[src/rtl/rv32i_types.sv]
// Shared RV32 execute-stage types.
// Holds the M-extension operation encoding (funct3) and the fixed latency
// of the iterative multiply/divide sequencer.
package rv32i_types;

  typedef enum logic [2:0] {
    MD_MUL    = 3'b000,
    MD_MULH   = 3'b001,
    MD_MULHSU = 3'b010,
    MD_MULHU  = 3'b011,
    MD_DIV    = 3'b100,
    MD_DIVU   = 3'b101,
    MD_REM    = 3'b110,
    MD_REMU   = 3'b111
  } muldiv_ops;

  // start edge to done cycle, in clocks
  localparam int MULDIV_LAT   = 35;
  localparam int MULDIV_ITERS = 32;

  // two's-complement magnitude when neg is set
  function automatic logic [31:0] mag32(input logic [31:0] v, input logic neg);
    return neg ? (~v + 32'd1) : v;
  endfunction

endpackage

[src/rtl/muldiv_step.sv]
// One iteration of the shift-add multiply / restoring divide loop.
// Ports:
//   acc      in  64  {hi, lo}: mul = {partial sum, multiplier}; div = {rem, quot}
//   opnd     in  32  multiplicand (mul) or divisor (div), magnitude
//   is_div   in  1   selects divide step
//   acc_next out 64  accumulator after this iteration
// A single 33-bit adder (with carry out) serves both modes.
import rv32i_types::*;

module muldiv_step (
  input  logic [63:0] acc,
  input  logic [31:0] opnd,
  input  logic        is_div,
  output logic [63:0] acc_next
);

  logic [32:0] add_x, add_y;
  logic        add_cin;
  logic [33:0] sum;
  logic [32:0] shifted;

  // remainder shifted left with the next dividend bit; 33 bits since it can
  // reach up to twice the divisor
  assign shifted = {acc[63:32], acc[31]};
  assign sum     = {1'b0, add_x} + {1'b0, add_y} + {33'd0, add_cin};

  always_comb begin
    add_x    = {1'b0, acc[63:32]};
    add_y    = {1'b0, opnd};
    add_cin  = 1'b0;
    acc_next = acc;
    if (is_div) begin
      // shifted - divisor; carry out set means no borrow (result >= 0)
      add_x   = shifted;
      add_y   = ~{1'b0, opnd};
      add_cin = 1'b1;
      if (sum[33])
        acc_next = {sum[31:0], acc[30:0], 1'b1};
      else
        acc_next = {shifted[31:0], acc[30:0], 1'b0};
    end else begin
      // the 33rd sum bit is the carry that moves down into bit 63
      if (acc[0])
        acc_next = {sum[32:0], acc[31:1]};
      else
        acc_next = {1'b0, acc[63:1]};
    end
  end

endmodule

[src/rtl/muldiv_seq.sv]
// Iterative RV32M multiply/divide sequencer (EX stage).
// Ports:
//   clk, rst      clock, async active-high reset
//   start         request, taken only when busy=0
//   op            muldiv_ops (funct3)
//   a, b          rs1 / rs2 operands, sampled with start
//   flush         abort current op, back to IDLE without done
//   busy          stall request to the pipeline (PREP, CALC, FIX)
//   done          one-cycle pulse, result valid
//   result        final value, held until the next accepted start
// Fixed 35-cycle path for every op including div-by-zero and overflow.
import rv32i_types::*;

module muldiv_seq (
  input  logic        clk,
  input  logic        rst,
  input  logic        start,
  input  logic [2:0]  op,
  input  logic [31:0] a,
  input  logic [31:0] b,
  input  logic        flush,
  output logic        busy,
  output logic        done,
  output logic [31:0] result
);

  typedef enum logic [2:0] {S_IDLE, S_PREP, S_CALC, S_FIX, S_DONE} state_t;

  state_t      state;
  logic [4:0]  cnt;
  muldiv_ops   op_q;
  logic [31:0] a_q, b_q;   // original operands, kept for the special cases
  logic        sa, sb;
  logic [63:0] acc;
  logic [31:0] opnd;
  logic [63:0] acc_nxt;

  muldiv_step u_step (
    .acc      (acc),
    .opnd     (opnd),
    .is_div   (op_q[2]),
    .acc_next (acc_nxt)
  );

  // sign flags, evaluated during PREP from the latched operands
  logic sa_n, sb_n;
  assign sa_n = a_q[31] & (op_q == MD_MULH || op_q == MD_MULHSU ||
                           op_q == MD_DIV  || op_q == MD_REM);
  assign sb_n = b_q[31] & (op_q == MD_MULH || op_q == MD_DIV || op_q == MD_REM);

  // result selection and sign fix-up
  logic [63:0] prod_s;
  logic [31:0] quot, rem, fix_val;
  logic        b_zero, ovf;

  assign b_zero = (b_q == 32'd0);
  assign ovf    = (op_q == MD_DIV || op_q == MD_REM) &&
                  (a_q == 32'h8000_0000) && (b_q == 32'hFFFF_FFFF);
  assign prod_s = (sa ^ sb) ? (~acc + 64'd1) : acc;
  assign quot   = acc[31:0];
  assign rem    = acc[63:32];

  always_comb begin
    fix_val = prod_s[31:0];
    case (op_q)
      MD_MUL:                       fix_val = prod_s[31:0];
      MD_MULH, MD_MULHSU, MD_MULHU: fix_val = prod_s[63:32];
      MD_DIV, MD_DIVU:
        if (b_zero)   fix_val = 32'hFFFF_FFFF;
        else if (ovf) fix_val = 32'h8000_0000;
        else          fix_val = mag32(quot, sa ^ sb);
      MD_REM, MD_REMU:
        if (b_zero)   fix_val = a_q;
        else if (ovf) fix_val = 32'd0;
        else          fix_val = mag32(rem, sa);
      default:                      fix_val = prod_s[31:0];
    endcase
  end

  always_ff @(posedge clk or posedge rst) begin
    if (rst) begin
      state  <= S_IDLE;
      cnt    <= 5'd0;
      op_q   <= MD_MUL;
      a_q    <= 32'd0;
      b_q    <= 32'd0;
      sa     <= 1'b0;
      sb     <= 1'b0;
      acc    <= 64'd0;
      opnd   <= 32'd0;
      busy   <= 1'b0;
      done   <= 1'b0;
      result <= 32'd0;
    end else if (flush) begin
      state <= S_IDLE;
      busy  <= 1'b0;
      done  <= 1'b0;
    end else begin
      case (state)
        S_IDLE, S_DONE: begin
          done <= 1'b0;
          if (start) begin
            op_q  <= muldiv_ops'(op);
            a_q   <= a;
            b_q   <= b;
            busy  <= 1'b1;
            state <= S_PREP;
          end else begin
            state <= S_IDLE;
          end
        end
        S_PREP: begin
          sa    <= sa_n;
          sb    <= sb_n;
          // high half is the running sum / remainder; low half carries the
          // multiplier or dividend magnitude and shifts out as the loop runs
          acc   <= {32'd0, mag32(a_q, sa_n)};
          opnd  <= mag32(b_q, sb_n);
          cnt   <= 5'd0;
          state <= S_CALC;
        end
        S_CALC: begin
          acc <= acc_nxt;
          cnt <= cnt + 5'd1;
          if (cnt == 5'(MULDIV_ITERS - 1)) state <= S_FIX;
        end
        S_FIX: begin
          result <= fix_val;
          done   <= 1'b1;
          busy   <= 1'b0;
          state  <= S_DONE;
        end
        default: begin
          state <= S_IDLE;
          busy  <= 1'b0;
          done  <= 1'b0;
        end
      endcase
    end
  end

endmodule

[config.mk]
export PLATFORM = sky130hd
export DESIGN_NAME = muldiv_seq
export DESIGN_NICKNAME = d
export VERILOG_FILES = /design/src/rtl/rv32i_types.sv /design/src/rtl/muldiv_step.sv /design/src/rtl/muldiv_seq.sv
export SDC_FILE = /design/constraint.sdc
export NUM_CORES = 1
export LEC_CHECK = 0
export ABC_AREA = 1
export CAP_MARGIN = 20
export CORE_ASPECT_RATIO = 1.75
export CORE_MARGIN = 3
export CORE_UTILIZATION = 50
export CTS_CLUSTER_SIZE = 40
export DETAILED_ROUTE_END_ITERATION = 8
export DONT_BUFFER_PORTS = 1
export PLACE_DENSITY_LB_ADDON = 0.05
export SYNTH_ARGS = -nofsm -noshare
export SYNTH_HDL_FRONTEND = slang
export SYNTH_SLANG_ARGS = --single-unit
[constraint.sdc]
create_clock -name clk -period 6.8 [get_ports clk]
set_clock_uncertainty 0.05 [all_clocks]
set_input_delay 0.68 -clock clk [delete_from_list [all_inputs] [get_ports clk]]
set_output_delay 0.68 -clock clk [all_outputs]
set_load 0.02 [all_outputs]
# Word-level counts from Yosys, hierarchy flattened
# Index checks and enable logic that the tools add are counted.
[word_totals] reg_bits=207 input_bits=71 out_inout_bits=34 word_cells=96
[classes] n_addsub=8 n_eq_ne=17 muxes=27 bitwise_logic=10 reduce_logical=22
[op_table] op="32-bit 2-to-1 mux" n=8
[op_table] op="64-bit 2-to-1 mux" n=4
[op_table] op="32-bit by 1-bit adder with 32-bit output, second input constant" n=4
[op_table] op="32-bit NOT" n=4
[op_table] op="32-bit one-hot mux with 4 select lines" n=1
[op_table] op="64-bit one-hot mux with 2 select lines" n=1
[op_table] op="33-bit 2-to-1 mux" n=2
[op_table] op="64-bit by 1-bit adder with 64-bit output, second input constant" n=1
[op_table] op="32-bit equality test, second input constant" n=2
[op_table] op="64-bit NOT" n=1
[op_table] op="33-bit by 33-bit adder with 34-bit output" n=1
[op_table] op="34-bit by 1-bit adder with 34-bit output" n=1
[op_table] op="32-bit NOT with 33-bit output" n=1
[op_table] op="32-bit zero test" n=1
[op_table] op="3-bit equality test, second input constant" n=5
[op_table] op="3-bit by 2-bit equality test with 1-bit output, second input constant" n=4
[op_table] op="3-bit one-hot mux with 4 select lines" n=1
[op_table] op="5-bit one-hot mux with 2 select lines" n=1
[op_table] op="2-bit AND reduction" n=4
[op_table] op="2-bit OR reduction" n=4
[op_table] op="3-bit by 1-bit equality test with 1-bit output, second input constant" n=2
[op_table] op="3-bit zero test" n=2
[op_table] op="1-bit logical OR" n=6
[op_table] op="3-bit 2-to-1 mux" n=2
[op_table] op="other kinds (13)" n=21

# Logic depth before layout (Yosys ltp)
# Gate-level depths: netlist (run 1).
[logic_depth] ltp_word=7 ltp_mapped=23 depth_no_buf=21

# Cells and area by module
# Synthesis (run 1) repeated with hierarchy kept, for this count alone.
[hier_totals] hier_cells=2846 hier_area_um2=17755.8
[by_module_without_submodules] mod="muldiv_seq" n_inst=1 cells_per_inst=2012 area_per_inst_um2=13663.1 seq_area_each_um2=5180.0
[by_module_without_submodules] mod="muldiv_step" n_inst=1 cells_per_inst=834 area_per_inst_um2=4092.7 seq_area_each_um2=0.0

# Worst setup path before layout (run 1)
# Ideal clock, no wire load.
[synth_timing] path_type="register -> register" startpoint="reg op_q[2]" endpoint="reg acc[53]" setup_time_ps=119 arrival_time_ps=2927 t_required_ps=6631 setup_slack_ps=3704 stages_incl_launch_ff=17 path_buffers=5 synth_period_minus_slack_ps=3096 cell_sequence="dfrtp_1 > buf_2 > buf_2 > buf_2 > buf_2 > xor2_1 > ha_1 > a21oi_1 > o21a_1 > nand2_1 > a21oi_4 > nand3_4 > nor2_4 > buf_6 > nand2_1 > nand4_1 > nand2_1"
[synth_between] elab_chain_len=6 elab_cells_between_ends=9 classes_between="add/sub (2); mux (7)"
[synth_lines] element="start, declared" line="muldiv_seq.sv:31" text="muldiv_ops op_q;"
[synth_lines] element="start signal, assigned" line="muldiv_seq.sv:103" text="op_q <= muldiv_ops'(op);"
[synth_lines] element="33-bit 2-to-1 mux" line="muldiv_step.sv:32" text="if (is_div) begin"
[synth_lines] element="33-bit by 33-bit adder with 34-bit output" line="muldiv_step.sv:25" text="assign sum = {1'b0, add_x} + {1'b0, add_y} + {33'd0, add_cin};"
[synth_lines] element="34-bit by 1-bit adder with 34-bit output" line="muldiv_step.sv:25"
[synth_lines] element="64-bit 2-to-1 mux (on tied branches)" line="muldiv_step.sv:43, muldiv_step.sv:37"
[synth_lines] element="64-bit 2-to-1 mux *" line="muldiv_step.sv:32"
[synth_lines] element="64-bit one-hot mux with 2 select lines *" line="muldiv_seq.sv:99" text="case (state)"
[synth_lines] element="end signal, assigned" line="muldiv_seq.sv:117" text="acc <= {32'd0, mag32(a_q, sa_n)};"
[synth_lines] element="end signal, assigned" line="muldiv_seq.sv:123" text="acc <= acc_nxt;"
[synth_lines] element="end, declared" line="muldiv_seq.sv:34" text="logic [63:0] acc;"
# Mark *: on every way between the ends. The rest lies on a longest branch, timed or not.
# A chain may end at the register's enable or synchronous reset.

# Worst setup path in the final report (run 1)
[layout_timing] startpoint="reg op_q[2]" endpoint="reg acc[43]"
# The elaborated chain is that of the path after synthesis.

==> run_results.csv, run 1 <==
group,metric,value,unit
placement,post_dp_cell_area,18500,sq um
timing,fin_crit_sh,71.3,%
detailed_routing,drtIter0Drc,2228,
clock_tree,cts_resized,0,
grt,grt_max_degree,103,
clock_tree,htreeDepth,1,
power,power_switching,0.00685,W
floorplan,die_height,259,um
critical_path,cp-start-kind,"flop",
synthesis,yosys.area.top_type,"dfrtp_1",
run,cap_violations,0,
clock_tree,clkLatencyLatePin,0.57,ns
clock_tree,post_cts_buffers,0,
floorplan,die_area,39100,sq um
floorplan,die_w,151,um
synthesis,async_reset_ff_share,100,%
power,vdd_ir_drop_max,0.333,mV
critical_path,ff2ff_setup_slack,1.95,ns
placement,place_ws,2.11,ns
synthesis,yosysSeqAreaShare,28.3,%
synthesis,synth_most_common_cell,"nand2_1",
power,p_int,0.00449,W
placement,portBuffers,0,
critical_path,critPathMaxStageDelay,1.04,ns
placement,gp_congestion,1.09,
timing,worst_pin_slew,1.16,ns
clock_tree,numCtsBuffers,23,
critical_path,worstPathRequired,7.17,ns
clock_tree,root_buffer,"clkbuf_16",
timing,maxSlewViolCount,0,
synthesis,synth_edf_count,0,
floorplan,start_util,50.7,%
detailed_routing,totalWireLength,86200,um
floorplan,row_count,92,
critical_path,crit_fanout,75,
finish,fin_area,19300,sq um
placement,dp.cells,3356,
detailed_routing,vias_per_cell,6.19,
floorplan,ioPinCount,105,
clock_tree,hold_buffers,0,
timing,rsz0062_at_grt,"no",
finish,fin_nets,3021,
clock_tree,path_clk_slew,0.07,ns
timing,fin_setup_tns,0,ns
synthesis,synthTopCellsByCount,"1043 x nand2_1, 300 x nor2_1, 264 x o21ai_0",
timing,fmax,206,MHz
synthesis,synth.top_cell.area_share,28.3,%
timing,fin_ws,1.95,ns
finish,area_growth,5.11,%
detailed_routing,dr.pass1.iters,7,
clock_tree,tritoncts,"yes",
grt,overflow,0,
power,swShare,60.4,%
grt,antenna_found_initial,7,
synthesis,avgSynthCellArea,6.11,sq um
power,pwr-share-clk,11.6,%
critical_path,critPathKind,"flop to flop",
power,seqPwrFrac,23.0,%
power,combPwrFrac,65.4,%
timing,setup_viol,0,
timing,max_slew_margin,21.5,%
floorplan,core_area,36100,sq um
power,pwr_density_cell,589,nW/um^2
timing,finalHoldViolCount,0,
finish,final_layout_size_suffix_gt1_share,4.41,%
min_path,hold_class,"input pin to async pin",
grt,grt_pass1_vias,20200,
synthesis,syn_area,18300,sq um
synthesis,yosysWarnings,0,
timing,period_needed,4.85,ns
placement,hpwl,64600,um
finish,final_cell_count_no_fill,3395,
critical_path,end_kind,"flop",
critical_path,critPathArrivalTime,5.22,ns
synthesis,synthTopCellsByArea,"dfrtp_1 28%, nand2_1 21%, o21ai_0 7.2%, nand3_1 7.1%, nor2_1 6.1%",
synthesis,synth.lib_cells_used.distinct,52,
clock_tree,cts_buffer_depth,3,
synthesis,synth_ff_type,"dfrtp_1",
detailed_routing,wl_per_cell,25.4,um
grt,grt_pass1_wl,126000,um
detailed_routing,final_antenna_net_count,0,
synthesis,syn_nets,3107,
detailed_routing,drc,0,
critical_path,path_cells,"buf_4, o21ai_0, ha_1, nand2_1, nor2_2, inv_1, nor2_1, a21oi_4, nand3_4, nor2_4, nand2_1, nand3_1, o21ai_0",
power,power,0.0113,W
clock_tree,cts.sinks,207,
status,status,"completed",
power,leakagePower,9.39,nW
detailed_routing,vias,21000,
critical_path,crit_path_top_delay_cell,"dfrtp_4",
synthesis,synth_cells,2997,
synthesis,synth-seq-cells,207,
grt,grt_use_total,43.5,%
==> area by class of cell <==
class | count | area (sq um)
fill | 3723 | 16900
multi-input combinational | 2400 | 11600
sequential | 207 | 5180
inverter | 259 | 981
clock buffer | 28 | 634
tap | 470 | 588
timing repair buffer | 20 | 150
clock inverter | 10 | 131
antenna | 1 | 2.50
==> worst max-delay path, delay by kind of cell (launching register included) <==
kind / cells / cell delay, ns
and+or+nand+nor: 7 / 1.54
DFF: 1 / 1.04
buffers and inverters: 2 / 0.81
AOI/OAI and AO/OA: 3 / 0.79
adders and majority gates: 1 / 0.41
==> cells in the final DEF (no fill, tap or decap), types with 4 or more instances in the layout <==
| cell | instances |
|---|---|
| nand2_1 | 1043 |
| nor2_1 | 298 |
| o21ai_0 | 263 |
| nand3_1 | 260 |
| inv_1 | 240 |
| dfrtp_1 | 206 |
| a21oi_1 | 138 |
| xor2_1 | 106 |
| nand4_1 | 59 |
| ha_1 | 38 |
| o211ai_1 | 23 |
| clkbuf_16 | 23 |
| nor3_1 | 21 |
| buf_4 | 20 |
| nand3b_1 | 17 |
| a31oi_1 | 15 |
| o21ai_1 | 14 |
| inv_2 | 13 |
| nand3_2 | 10 |
| nand2_2 | 9 |
| nor2_2 | 7 |
| nor2_4 | 7 |
| o22ai_1 | 6 |
| xnor2_1 | 5 |
| a21boi_0 | 5 |
| clkinv_2 | 4 |
| clkinv_1 | 4 |
| o21ai_2 | 4 |
| o21bai_1 | 4 |
| or2_2 | 4 |
| a21o_1 | 4 |
| nor4_1 | 4 |
| clkbuf_8 | 4 |
==> flip-flops by register name, indices dropped and copies added, names as in the netlist <==
signal and count:
sb 1, sa 1, busy 1, op_q 3
acc 64, result 32, state 3, done 1
b_q 32, a_q 32, opnd 32, cnt 5
==> per-layer routing <==
layer / vias to the layer above / share of wire (%) / global-route usage (%)
li1: 9560 / - / -
met5: - / 0.095 / 0
met4: 12 / 13 / 42.9
met1: 9793 / 32 / 44.0
met2: 1197 / 47 / 70.9
met3: 458 / 8.5 / 10.3
==> metrics by stage <==
stage	util (%)	hold slack (ns)
4_1_cts	53.3	0.0696
3_5_place_dp	51.1	0.440
3_3_place_gp	51.1	0.419
5_1_grt	53.3	0.0839
6_report	53.3	0.0148
2_1_floorplan	-	0.406
==> power groups by stage <==
stage / logic, W / registers [W] / clock network, W
floorplan: 0.00497 / 0.00218 / 0
global placement: 0.00698 / 0.00256 / 0
detailed placement: 0.00700 / 0.00257 / 0
CTS: 0.00703 / 0.00256 / 0.00132
global route: 0.00804 / 0.00264 / 0.00136
finish: 0.00741 / 0.00260 / 0.00132
==> path summary, 6_finish.rpt <==
path / endpoint / depth (start not counted) / startpoint
max in group asynchronous: b_q[21] / 2 / rst
worst min-delay path: acc[38] / 1 / rst
worst max register to register: acc[43] / 13 / op_q[2]
worst min register to register: cnt[4] / 2 / cnt[4]
min in group clk: b_q[20] / 2 / b[20]
worst max-delay path: acc[43] / 13 / op_q[2]
==> cell families after synthesis <==
family,synth area share (%)
buffers and inverters,8.62
xor gates and xnor gates,5.31
AOI/OAI and AO/OA,14.5
and+or+nand+nor,40.6
DFF,28.3
adders and majority gates,2.70
No activity file was read; power rests on OpenSTA's default activity.
==> run 2: changes to the inputs <==
==> constraint.sdc (replaced) <==
create_clock -name clk -period 5.08 [get_ports clk]
set_clock_uncertainty 0.05 [all_clocks]
set_input_delay 0.508 -clock clk [delete_from_list [all_inputs] [get_ports clk]]
set_output_delay 0.508 -clock clk [all_outputs]
set_load 0.02 [all_outputs]
==> run_results.csv, run 2 (synthesis results as in run 1) <==
group,metric,value,unit
power,vdd_ir_drop_max,0.445,mV
clock_tree,cts_resized,0,
grt,met3_usage,8.05,%
finish,largest_register,"acc",
clock_tree,path_clk_slew,0.06,ns
finish,final_layout_size_suffix_gt1_share,4.73,%
timing,setup_viol,0,
grt,grt_pass1_wl,121000,um
timing,rsz0062_at_grt,"no",
detailed_routing,drc,0,
critical_path,end_kind,"flop",
critical_path,cp-start-kind,"flop",
min_path,hold_class,"input pin to async pin",
timing,fin_ws,0.581,ns
detailed_routing,vias,20600,
grt,antenna_found_initial,5,
placement,hpwl,64800,um
placement,portBuffers,0,
timing,fin_setup_tns,0,ns
grt,use_met2,68.7,%
clock_tree,htreeDepth,1,
status,violations,"negative hold slack",
critical_path,crit_fanout,51,
critical_path,critPathArrivalTime,4.86,ns
timing,fin_crit_sh,88.6,%
placement,gp_congestion,1.05,
clock_tree,cts_buffer_depth,3,
critical_path,critPathKind,"flop to flop",
finish,layout_commonest_cell,"nand2_1",
detailed_routing,vias_per_cell,6.04,
detailed_routing,totalWireLength,82800,um
status,status,"finished with violations",
detailed_routing,dr.pass1.iters,7,
finish,area_growth,5.53,%
timing,period_needed,4.50,ns
grt,grt_pass1_vias,19700,
floorplan,die_area,39100,sq um
clock_tree,clkLatencyLatePin,0.56,ns
floorplan,die_w,151,um
placement,place_ws,0.990,ns
detailed_routing,final_antenna_net_count,0,
floorplan,core_area,36100,sq um
timing,max_slew_margin,26.7,%
power,pwr_density_cell,772,nW/um^2
finish,layout_common_cells,"1043 x nand2_1, 298 x nor2_1, 264 x o21ai_0",
grt,grt_use_total,41.6,%
timing,worst_pin_slew,1.10,ns
grt,overflow,0,
grt,busiest_layer,"met2",
grt,grt_use_met1,42.1,%
finish,largest_reg_flops,64,
timing,holdWs,-0.0537,ns
grt,grt_max_degree,134,
floorplan,ioPinCount,105,
floorplan,start_util,50.7,%
finish,fin_nets,3031,
timing,finalHoldViolCount,16,
critical_path,worstPathRequired,5.44,ns
clock_tree,root_buffer,"clkbuf_16",
timing,maxSlewViolCount,0,
detailed_routing,wl_per_cell,24.3,um
detailed_routing,drtIter0Drc,2152,
power,leakagePower,9.44,nW
clock_tree,cts.sinks,207,
floorplan,die_height,259,um
timing,fmax,222,MHz
clock_tree,tritoncts,"yes",
clock_tree,numCtsBuffers,23,
run,cap_violations,0,
floorplan,row_count,92,
[run 2: cell types whose count changed in the layout (fill, tap and decap cells not counted), sizes merged]
cell / delta
inv: -1
clkinv: +3
bufinv: -1
buf: +8
dlygate4sd3: +1
clkbuf: +3
[run 2: layout make-up]
cell class	count	area, sq um
Clock buffer	30	642
Sequential cell	207	5180
Fill cell	3699	16800
Inverter	259	977
Multi-Input combinational cell	2400	11600
Clock inverter	11	109
Antenna cell	1	2.50
Timing Repair Buffer	30	253
Tap cell	470	588
[run 2: where the power goes]
group / leakage (nW) / switching [W] / internal, W
Sequential: 2.60 / 0.00120 / 0.00229
Clock: 0.378 / 0.000761 / 0.000954
Combinational: 6.47 / 0.00697 / 0.00275
Total: 9.44 / 0.00893 / 0.00600
[run 2: per-layer routing]
metal,up-vias,part of all wire (%)
li1,9591,-
met1,9478,32
met2,1100,47
met3,397,7.4
met4,8,13
met5,-,0.086
[run 2: critical path: stages (launching register included)]
cell     delay (ns)
dfrtp_4        0.76
inv_2          0.74
nand3_1        0.18
nand2_1        0.15
nand2_1        0.33
inv_1          0.46
buf_4          0.29
nand2_1        0.09
o21ai_0        0.83
o21ai_0        0.24
nand2_1        0.12
o21ai_0        0.09
[run 2: worst paths after layout]
path / from / end / slack (ns) / cells past startpoint
setup / recovery: op_q[2] / acc[6] / 0.58 / 11
hold / removal: rst / a_q[11] / -0.05 / 2
setup reg to reg: op_q[2] / acc[6] / 0.58 / 11
hold reg to reg: cnt[4] / cnt[4] / 0.45 / 2
max in group asynchronous: rst / result[27] / 4.18 / 2
min in group clk: b[22] / b_q[22] / 0.01 / 2
[run 2: what timing repair did]
action,4_1_cts,5_1_grt
setup buffers,0,0
setup endpoints to repair,0,0
hold endpoints to repair,1,0
hold buffers,1,0
[run 2: metrics by stage]
step	instances	cell area, sq um	util, %	total power [W]
5_1_grt	3408	19300	53.5	0.0159
3_3_place_gp	3363	18600	51.3	0.0127
3_5_place_dp	3363	18600	51.3	0.0128
4_1_cts	3405	19300	53.4	0.0145
2_1_floorplan	2997	18300	-	0.00957
6_report	3408	19300	53.5	0.0149
